===== config.mk =====
export PLATFORM = sky130hd
export DESIGN_NAME = fetch_miss_ctrl_flat
export DESIGN_NICKNAME = d
export VERILOG_FILES = /design/src/rtl/fetch_miss_ctrl_pkg.sv /design/src/rtl/fetch_miss_ctrl_if.sv /design/src/rtl/fetch_miss_ctrl_sat_counter.sv /design/src/rtl/fetch_miss_ctrl.sv /design/src/flat_wrapper.sv
export SDC_FILE = /design/constraint.sdc
export NUM_CORES = 1
export LEC_CHECK = 0
export BUFFER_PORTS_ARGS = -buffer_cell sky130_fd_sc_hd__buf_4
export CORE_MARGIN = 2
export CORE_UTILIZATION = 55
export DETAILED_ROUTE_END_ITERATION = 12
export PLACE_DENSITY_LB_ADDON = 0.1
export SYNTH_ARGS = -nofsm -noshare
export SYNTH_HDL_FRONTEND = slang
export SYNTH_HIERARCHICAL = 1
export SYNTH_SLANG_ARGS = --single-unit

===== constraint.sdc =====
create_clock -name clk_in -period 4.5 [get_ports clk_in]
set_input_delay 0.45 -clock clk_in [delete_from_list [all_inputs] [get_ports clk_in]]
set_output_delay 0.45 -clock clk_in [all_outputs]
set_load 0.05 [all_outputs]

===== src/rtl/fetch_miss_ctrl_pkg.sv =====
// Shared types for the fetch miss sequencer: FSM state encoding and line-select codes.
package op_pkg;

  typedef enum logic [1:0] {
    IDLE  = 2'd0,
    REQ   = 2'd1,
    WAIT  = 2'd2,
    DRAIN = 2'd3
  } fetch_ctrl_state_e;

  localparam logic LINE_SEL_L0  = 1'b0;
  localparam logic LINE_SEL_L1I = 1'b1;

endpackage


===== src/rtl/fetch_miss_ctrl_if.sv =====
// L1I request/response handshake bundle between the fetch miss sequencer and the L1I.
interface fetch_miss_ctrl_if #(
  parameter int ADDR_WIDTH = 64
);

  logic                  l1i_req_valid_out;
  logic [ADDR_WIDTH-1:0] l1i_req_addr_out;
  logic                  l1i_req_ready_in;
  logic                  l1i_resp_valid_in;
  logic                  l1i_resp_ready_out;

  modport master (
    output l1i_req_valid_out,
    output l1i_req_addr_out,
    output l1i_resp_ready_out,
    input  l1i_req_ready_in,
    input  l1i_resp_valid_in
  );

  modport slave (
    input  l1i_req_valid_out,
    input  l1i_req_addr_out,
    input  l1i_resp_ready_out,
    output l1i_req_ready_in,
    output l1i_resp_valid_in
  );

endinterface


===== src/rtl/fetch_miss_ctrl_sat_counter.sv =====
// Saturating up-counter: sticks at all-ones instead of wrapping.
module sat_counter #(
  parameter int WIDTH = 32
) (
  input  logic             clk_in,
  input  logic             rst_in,
  input  logic             inc_in,
  output logic [WIDTH-1:0] count_out
);

  logic [WIDTH-1:0] count_q;
  logic [WIDTH-1:0] count_d;

  always_comb begin
    count_d = count_q;
    if (inc_in && (count_q != '1)) begin
      count_d = count_q + 1'b1;
    end
  end

  // NOTE: sequential state is updated with non-blocking assignments only, so every
  // flop samples the pre-edge values regardless of process evaluation order.
  always_ff @(posedge clk_in) begin
    if (rst_in) begin
      count_q <= '0;
    end else begin
      count_q <= count_d;
    end
  end

  assign count_out = count_q;

endmodule


===== src/rtl/fetch_miss_ctrl.sv =====
// Fetch miss sequencer: issues L0 hits immediately, otherwise runs one L1I line fetch
// and drops responses that a flush has made stale.
module fetch_miss_ctrl
  import op_pkg::*;
#(
  parameter int ADDR_WIDTH       = 64,
  parameter int CACHE_LINE_WIDTH = 64,
  parameter int COUNTER_WIDTH    = 32
) (
  input  logic                     clk_in,
  input  logic                     rst_in,
  input  logic                     flush_in,
  input  logic                     pc_valid_in,
  input  logic [ADDR_WIDTH-1:0]    pc_in,
  input  logic                     l0_hit_in,
  output logic                     pc_ready_out,
  input  logic                     decode_ready_in,
  fetch_miss_ctrl_if.master        l1i,
  output logic                     issue_valid_out,
  output logic                     line_sel_out,
  output logic [ADDR_WIDTH-1:0]    issue_pc_out,
  output logic [COUNTER_WIDTH-1:0] miss_count_out,
  output logic [COUNTER_WIDTH-1:0] stall_count_out
);

  localparam logic [ADDR_WIDTH-1:0] LINE_MASK =
    ~(ADDR_WIDTH'(CACHE_LINE_WIDTH) - 1'b1);

  fetch_ctrl_state_e     state_q, state_d;
  logic [ADDR_WIDTH-1:0] pc_q, pc_d;

  logic                  pc_take;
  logic                  resp_take;
  logic                  miss_inc;
  logic                  stall_inc;
  logic                  req_valid;
  logic [ADDR_WIDTH-1:0] req_addr;
  logic                  resp_ready;

  always_ff @(posedge clk_in) begin
    if (rst_in) begin
      state_q <= IDLE;
      pc_q    <= '0;
    end else begin
      state_q <= state_d;
      pc_q    <= pc_d;
    end
  end

  // NOTE: every signal written here gets a default first; a path that skips an
  // assignment would otherwise infer a latch.
  always_comb begin
    state_d         = state_q;
    pc_d            = pc_q;
    pc_ready_out    = 1'b0;
    pc_take         = 1'b0;
    resp_take       = 1'b0;
    req_valid       = 1'b0;
    req_addr        = '0;
    resp_ready      = 1'b0;
    issue_valid_out = 1'b0;
    line_sel_out    = LINE_SEL_L0;
    issue_pc_out    = '0;
    miss_inc        = 1'b0;

    if (!rst_in) begin
      unique case (state_q)
        IDLE: begin
          pc_ready_out = decode_ready_in & ~flush_in;
          pc_take      = pc_valid_in & pc_ready_out;
          if (pc_take && l0_hit_in) begin
            issue_valid_out = 1'b1;
            line_sel_out    = LINE_SEL_L0;
            issue_pc_out    = pc_in;
          end else if (pc_take) begin
            pc_d    = pc_in;
            state_d = REQ;
          end
        end
        REQ: begin
          req_valid = 1'b1;
          req_addr  = pc_q & LINE_MASK;
          if (l1i.l1i_req_ready_in) begin
            miss_inc = 1'b1;
            state_d  = flush_in ? DRAIN : WAIT;
          end else if (flush_in) begin
            state_d = IDLE;
          end
        end
        WAIT: begin
          resp_ready = decode_ready_in;
          resp_take  = l1i.l1i_resp_valid_in & decode_ready_in;
          if (resp_take) begin
            state_d = IDLE;
            if (!flush_in) begin
              issue_valid_out = 1'b1;
              line_sel_out    = LINE_SEL_L1I;
              issue_pc_out    = pc_q;
            end
          end else if (flush_in) begin
            state_d = DRAIN;
          end
        end
        DRAIN: begin
          // The only outstanding line is consumed here, so a flush in the same cycle
          // must not hold DRAIN or nothing would ever release it.
          resp_ready = 1'b1;
          if (l1i.l1i_resp_valid_in) begin
            state_d = IDLE;
          end
        end
        default: state_d = IDLE;
      endcase
    end
  end

  assign stall_inc = (state_q != IDLE);

  assign l1i.l1i_req_valid_out  = req_valid;
  assign l1i.l1i_req_addr_out   = req_addr;
  assign l1i.l1i_resp_ready_out = resp_ready;

  sat_counter #(.WIDTH(COUNTER_WIDTH)) u_miss_cnt (
    .clk_in    (clk_in),
    .rst_in    (rst_in),
    .inc_in    (miss_inc),
    .count_out (miss_count_out)
  );

  sat_counter #(.WIDTH(COUNTER_WIDTH)) u_stall_cnt (
    .clk_in    (clk_in),
    .rst_in    (rst_in),
    .inc_in    (stall_inc),
    .count_out (stall_count_out)
  );

endmodule


===== src/flat_wrapper.sv =====
// flat-port wrapper written by rule: the top's interface ports become plain ports
module fetch_miss_ctrl_flat import op_pkg::*;
#(
  parameter int ADDR_WIDTH       = 64,
  parameter int CACHE_LINE_WIDTH = 64,
  parameter int COUNTER_WIDTH    = 32
)
  (clk_in, rst_in, flush_in, pc_valid_in, pc_in, l0_hit_in, pc_ready_out, decode_ready_in, issue_valid_out, line_sel_out, issue_pc_out, miss_count_out, stall_count_out, l1i_l1i_req_valid_out, l1i_l1i_req_addr_out, l1i_l1i_resp_ready_out, l1i_l1i_req_ready_in, l1i_l1i_resp_valid_in);
  fetch_miss_ctrl_if #(.ADDR_WIDTH(ADDR_WIDTH)) l1i_i ();
  input  logic clk_in;
  input  logic rst_in;
  input  logic flush_in;
  input  logic pc_valid_in;
  input  logic [ADDR_WIDTH-1:0] pc_in;
  input  logic l0_hit_in;
  output logic pc_ready_out;
  input  logic decode_ready_in;
  output logic issue_valid_out;
  output logic line_sel_out;
  output logic [ADDR_WIDTH-1:0] issue_pc_out;
  output logic [COUNTER_WIDTH-1:0] miss_count_out;
  output logic [COUNTER_WIDTH-1:0] stall_count_out;
  output wire logic [$bits(l1i_i.l1i_req_valid_out)-1:0] l1i_l1i_req_valid_out;
  output wire logic [$bits(l1i_i.l1i_req_addr_out)-1:0] l1i_l1i_req_addr_out;
  output wire logic [$bits(l1i_i.l1i_resp_ready_out)-1:0] l1i_l1i_resp_ready_out;
  input wire logic [$bits(l1i_i.l1i_req_ready_in)-1:0] l1i_l1i_req_ready_in;
  input wire logic [$bits(l1i_i.l1i_resp_valid_in)-1:0] l1i_l1i_resp_valid_in;
  assign l1i_l1i_req_valid_out = l1i_i.l1i_req_valid_out;
  assign l1i_l1i_req_addr_out = l1i_i.l1i_req_addr_out;
  assign l1i_l1i_resp_ready_out = l1i_i.l1i_resp_ready_out;
  assign l1i_i.l1i_req_ready_in = l1i_l1i_req_ready_in;
  assign l1i_i.l1i_resp_valid_in = l1i_l1i_resp_valid_in;
  fetch_miss_ctrl #(.ADDR_WIDTH(ADDR_WIDTH), .CACHE_LINE_WIDTH(CACHE_LINE_WIDTH), .COUNTER_WIDTH(COUNTER_WIDTH)) u_core (.clk_in(clk_in), .rst_in(rst_in), .flush_in(flush_in), .pc_valid_in(pc_valid_in), .pc_in(pc_in), .l0_hit_in(l0_hit_in), .pc_ready_out(pc_ready_out), .decode_ready_in(decode_ready_in), .l1i(l1i_i), .issue_valid_out(issue_valid_out), .line_sel_out(line_sel_out), .issue_pc_out(issue_pc_out), .miss_count_out(miss_count_out), .stall_count_out(stall_count_out));
endmodule

==> results.md <==
### Cells and area
* antenna cell count: 0
* filler cell count in the final layout: 1,040
* Post-Layout Cell Count: 1,261
* area taken by multi-input logic gates: 0.00458 mm²
* area delta synth->final: 33.8%
* final net count: 1,148
* fraction of layout instances using a drive strength above 1: 0.324
* area used by sequential logic in the layout: 0.00260 mm²

### Synthesis
* count leader, synth: sky130_fd_sc_hd__nand2b_1
* Mapped Area: 0.00751 mm²
* Mean Syn Cell Area: 8.82 µm²
* post-synthesis cell count: 851
* dominant register cell in the synthesized netlist: sky130_fd_sc_hd__dfxtp_1
* top post-synthesis cells by count: sky130_fd_sc_hd__nand2b_1 (132), sky130_fd_sc_hd__dfxtp_1 (130), sky130_fd_sc_hd__mux2i_1 (66)
* library cell occupying the most area in the post-synthesis netlist: sky130_fd_sc_hd__dfxtp_1
* Async S/R FF share, synth: 0
* share of the synthesized area in the top cell type: 0.347
* Synth Warn #: 6
* Unique masters post-synth: 50
* top cells by area, synth: sky130_fd_sc_hd__dfxtp_1 (35%), sky130_fd_sc_hd__nand2b_1 (11%), sky130_fd_sc_hd__mux2i_1 (8.8%)
* synthesized flop and latch total: 130
* sequential-to-total area share from yosys stat: 0.347
* Post-synth EDFFs: 0

### Power and ir drop
* Pwr per Cell Area: 281 mW/mm²
* static leakage: 3.97 nW
* Final Power: 0.00282 W
* largest voltage drop on the vdd net: 314 µV

### Clock network
* buffer depth of the longest clock path: 2
* number of resized instances in the post-cts repair step: 0
* CTS Root Cell: sky130_fd_sc_hd__clkbuf_16
* clock transition at the registers of the reported paths: 0.06 ns
* CTS buffer count: 17
* Clock Sinks: 130
* depth of the CTS H-tree: 4
* Clock Latency Late Sink: 0.42 ns
* number of buffers inserted by post-CTS setup repair: 0
* quantity of hold-fixing buffers added after cts: 0
* CTS tree: built

### Placed design
* gpl congestion: 0.791
* Placed Cells incl. Taps: 1,231
* HPWL reported at the end of detailed placement: 14.8 mm
* worst-case setup slack after placement: 1.38 ns
* PortBufs: 262

### Route
* Detailed Routing Iterations Pass 1: 5
* DRC violation count after routing: 0
* vias after detailed routing: 7,227
* per-cell routed wire length: 17.1 µm
* DRT Wirelength: 21.6 mm
* DR vias/cell: 5.73
* Routed Antenna Nets: 0
* number of DRC violations after detailed-routing iteration 0: 546

### Critical path
* Worst setup SP type: flip-flop
* WS Path Type: flip-flop to primary output
* endpoint type of the worst setup path: primary output
* critical path fanouts, max: 64
* endpoint required time on the critical path: 4.05 ns
* critical path arrival: 2.65 ns

### Global routing
* number of antenna violations at the first check in global routing: 0
* vias in the first global route: 6,638
* GRT Overall Usage: 0.287
* final global-route overflow total: 0
* first-pass GRT wire length: 33.6 mm
* maximum number of pins on one net before global-route repair: 110

### Timing
* Setup TNS Final: 0 ns
* total of endpoints with negative setup slack in the final report: 0
* Period Utilization, post-route: 0.688
* Final Hold Vio Count: 0
* slew at the pin closest to its max-slew limit: 1.09 ns
* Max Transition Viols Final: 0
* setup clock skew after layout: 0.00703 ns
* final critical-path required period: 3.10 ns
* setup repair after global routing missed its margin: no
* minimum setup slack in the final design: 1.40 ns
* Highest Clock Rate: 0.323 GHz
* worst slew margin relative to its limit: 0.270

### Floorplanning
* # rows: 42
* Starting Density: 0.565
* overall die area: 0.0146 mm²
* Core Area: 0.0133 mm²
* horizontal extent of the die: 121 µm
* number of I/O pins: 269
* y dimension of the die: 121 µm

### Flow run
* maxcap violations: 0

### Min path
* Min-Delay Path Class: input port to flip-flop

### Status
* outcome: complete, no violations

==> power by group <==
group	internal, W	switching, W	leakage [nW]
Clock	0.000911	0.000484	0.298
Sequential	0.00117	0.0000141	1.05
Combinational	0.000104	0.000136	2.62
Total	0.00218	0.000634	3.97
==> sequential cells by signal, indices dropped and copies added (netlist names) <==
name,flops
u_core/pc_q,64
u_core/state_q,2
u_core/u_stall_cnt/count_out,32
u_core/u_miss_cnt/count_out,32
==> stage by stage <==
step	hold slack [ns]	util	instance area (µm²)
2_1_floorplan	0.449	-	7520
3_3_place_gp	0.462	0.710	9440
3_5_place_dp	0.466	0.710	9440
4_1_cts	0.294	0.755	10000
5_1_grt	0.301	0.755	10000
6_report	0.306	0.755	10000
==> layer usage <==
| layer | GRT usage | vias to the layer above | wire length (µm) |
|---|---|---|---|
| met4 | 0.115 | 0 | 581 |
| met2 | 0.481 | 241 | 10700 |
| met1 | 0.335 | 3434 | 8600 |
| met3 | 0.0972 | 37 | 1700 |
| met5 | 0 | - | 0 |
| li1 | - | 3515 | - |
==> worst max-delay path: stages (launching register included) <==
cell and delay [ns]:
sky130_fd_sc_hd__dfxtp_1 0.35, sky130_fd_sc_hd__or2_1 0.42, sky130_fd_sc_hd__nor4_4 0.31, sky130_fd_sc_hd__buf_4 0.61, sky130_fd_sc_hd__a22o_2 0.29, sky130_fd_sc_hd__buf_4 0.21
==> placed cells by master (no fill, tap or decap), drive strengths merged, types with 2 or more instances in the layout <==
cell type / n
xnor2: 13
nor2b: 5
mux2i: 66
or3b: 2
o31ai: 24
o41ai: 2
ha: 2
nand2: 22
a2111oi: 4
nor2: 32
a22o: 64
a211oi: 3
nand3: 28
clkbuf: 26
a31oi: 2
a21oi: 45
or3: 22
nor4: 12
or4: 24
a21o: 2
o21ai: 17
nor3b: 5
xor2: 2
bufinv: 2
a31o: 2
clkinv: 2
and2: 61
dfxtp: 130
nand4: 20
or2: 3
and4: 8
conb: 6
inv: 4
nor3: 6
mux2: 4
and3: 8
nand2b: 132
buf: 269
==> worst paths after layout <==
kind	slack [ns]	endpoint	depth (start not counted)	startpoint
worst max register to register	1.61	u_core/u_stall_cnt/count_out[31]$_SDFFE_PP0P_	6	u_core/state_q[0]$_SDFFE_PP0P_
worst max-delay path	1.40	issue_pc_out[26]	5	u_core/state_q[1]$_SDFFE_PP0P_
worst min register to register	0.47	u_core/pc_q[3]$_SDFFE_PP0P_	2	u_core/pc_q[3]$_SDFFE_PP0P_
worst min-delay path	0.31	u_core/pc_q[6]$_SDFFE_PP0P_	3	pc_in[6]
==> cell type report <==
class                      count  area share
multi-input combinational    652       0.457
clock buffer                  26      0.0527
sequential                   130       0.259
timing repair buffer         269       0.201
tap                          176      0.0219
clock inverter                 4     0.00698
inverter                       4     0.00150
==> cell families (layout without fill, tap and decap cells) <==
kind of cell / count (synthesis) / count (layout) / share of synthesized area
AOI/OAI and AO/OA: 167 / 167 / 0.169
xor gates and xnor gates: 15 / 15 / 0.0175
adders and majority gates: 2 / 2 / 0.00333
buffers and inverters: 74 / 303 / 0.0495
DFF: 130 / 130 / 0.347
muxes: 70 / 70 / 0.0940
other: 1 / 6 / 0.000500
and+or+nand+nor: 392 / 392 / 0.320
Power figures use the tool's default switching activity.
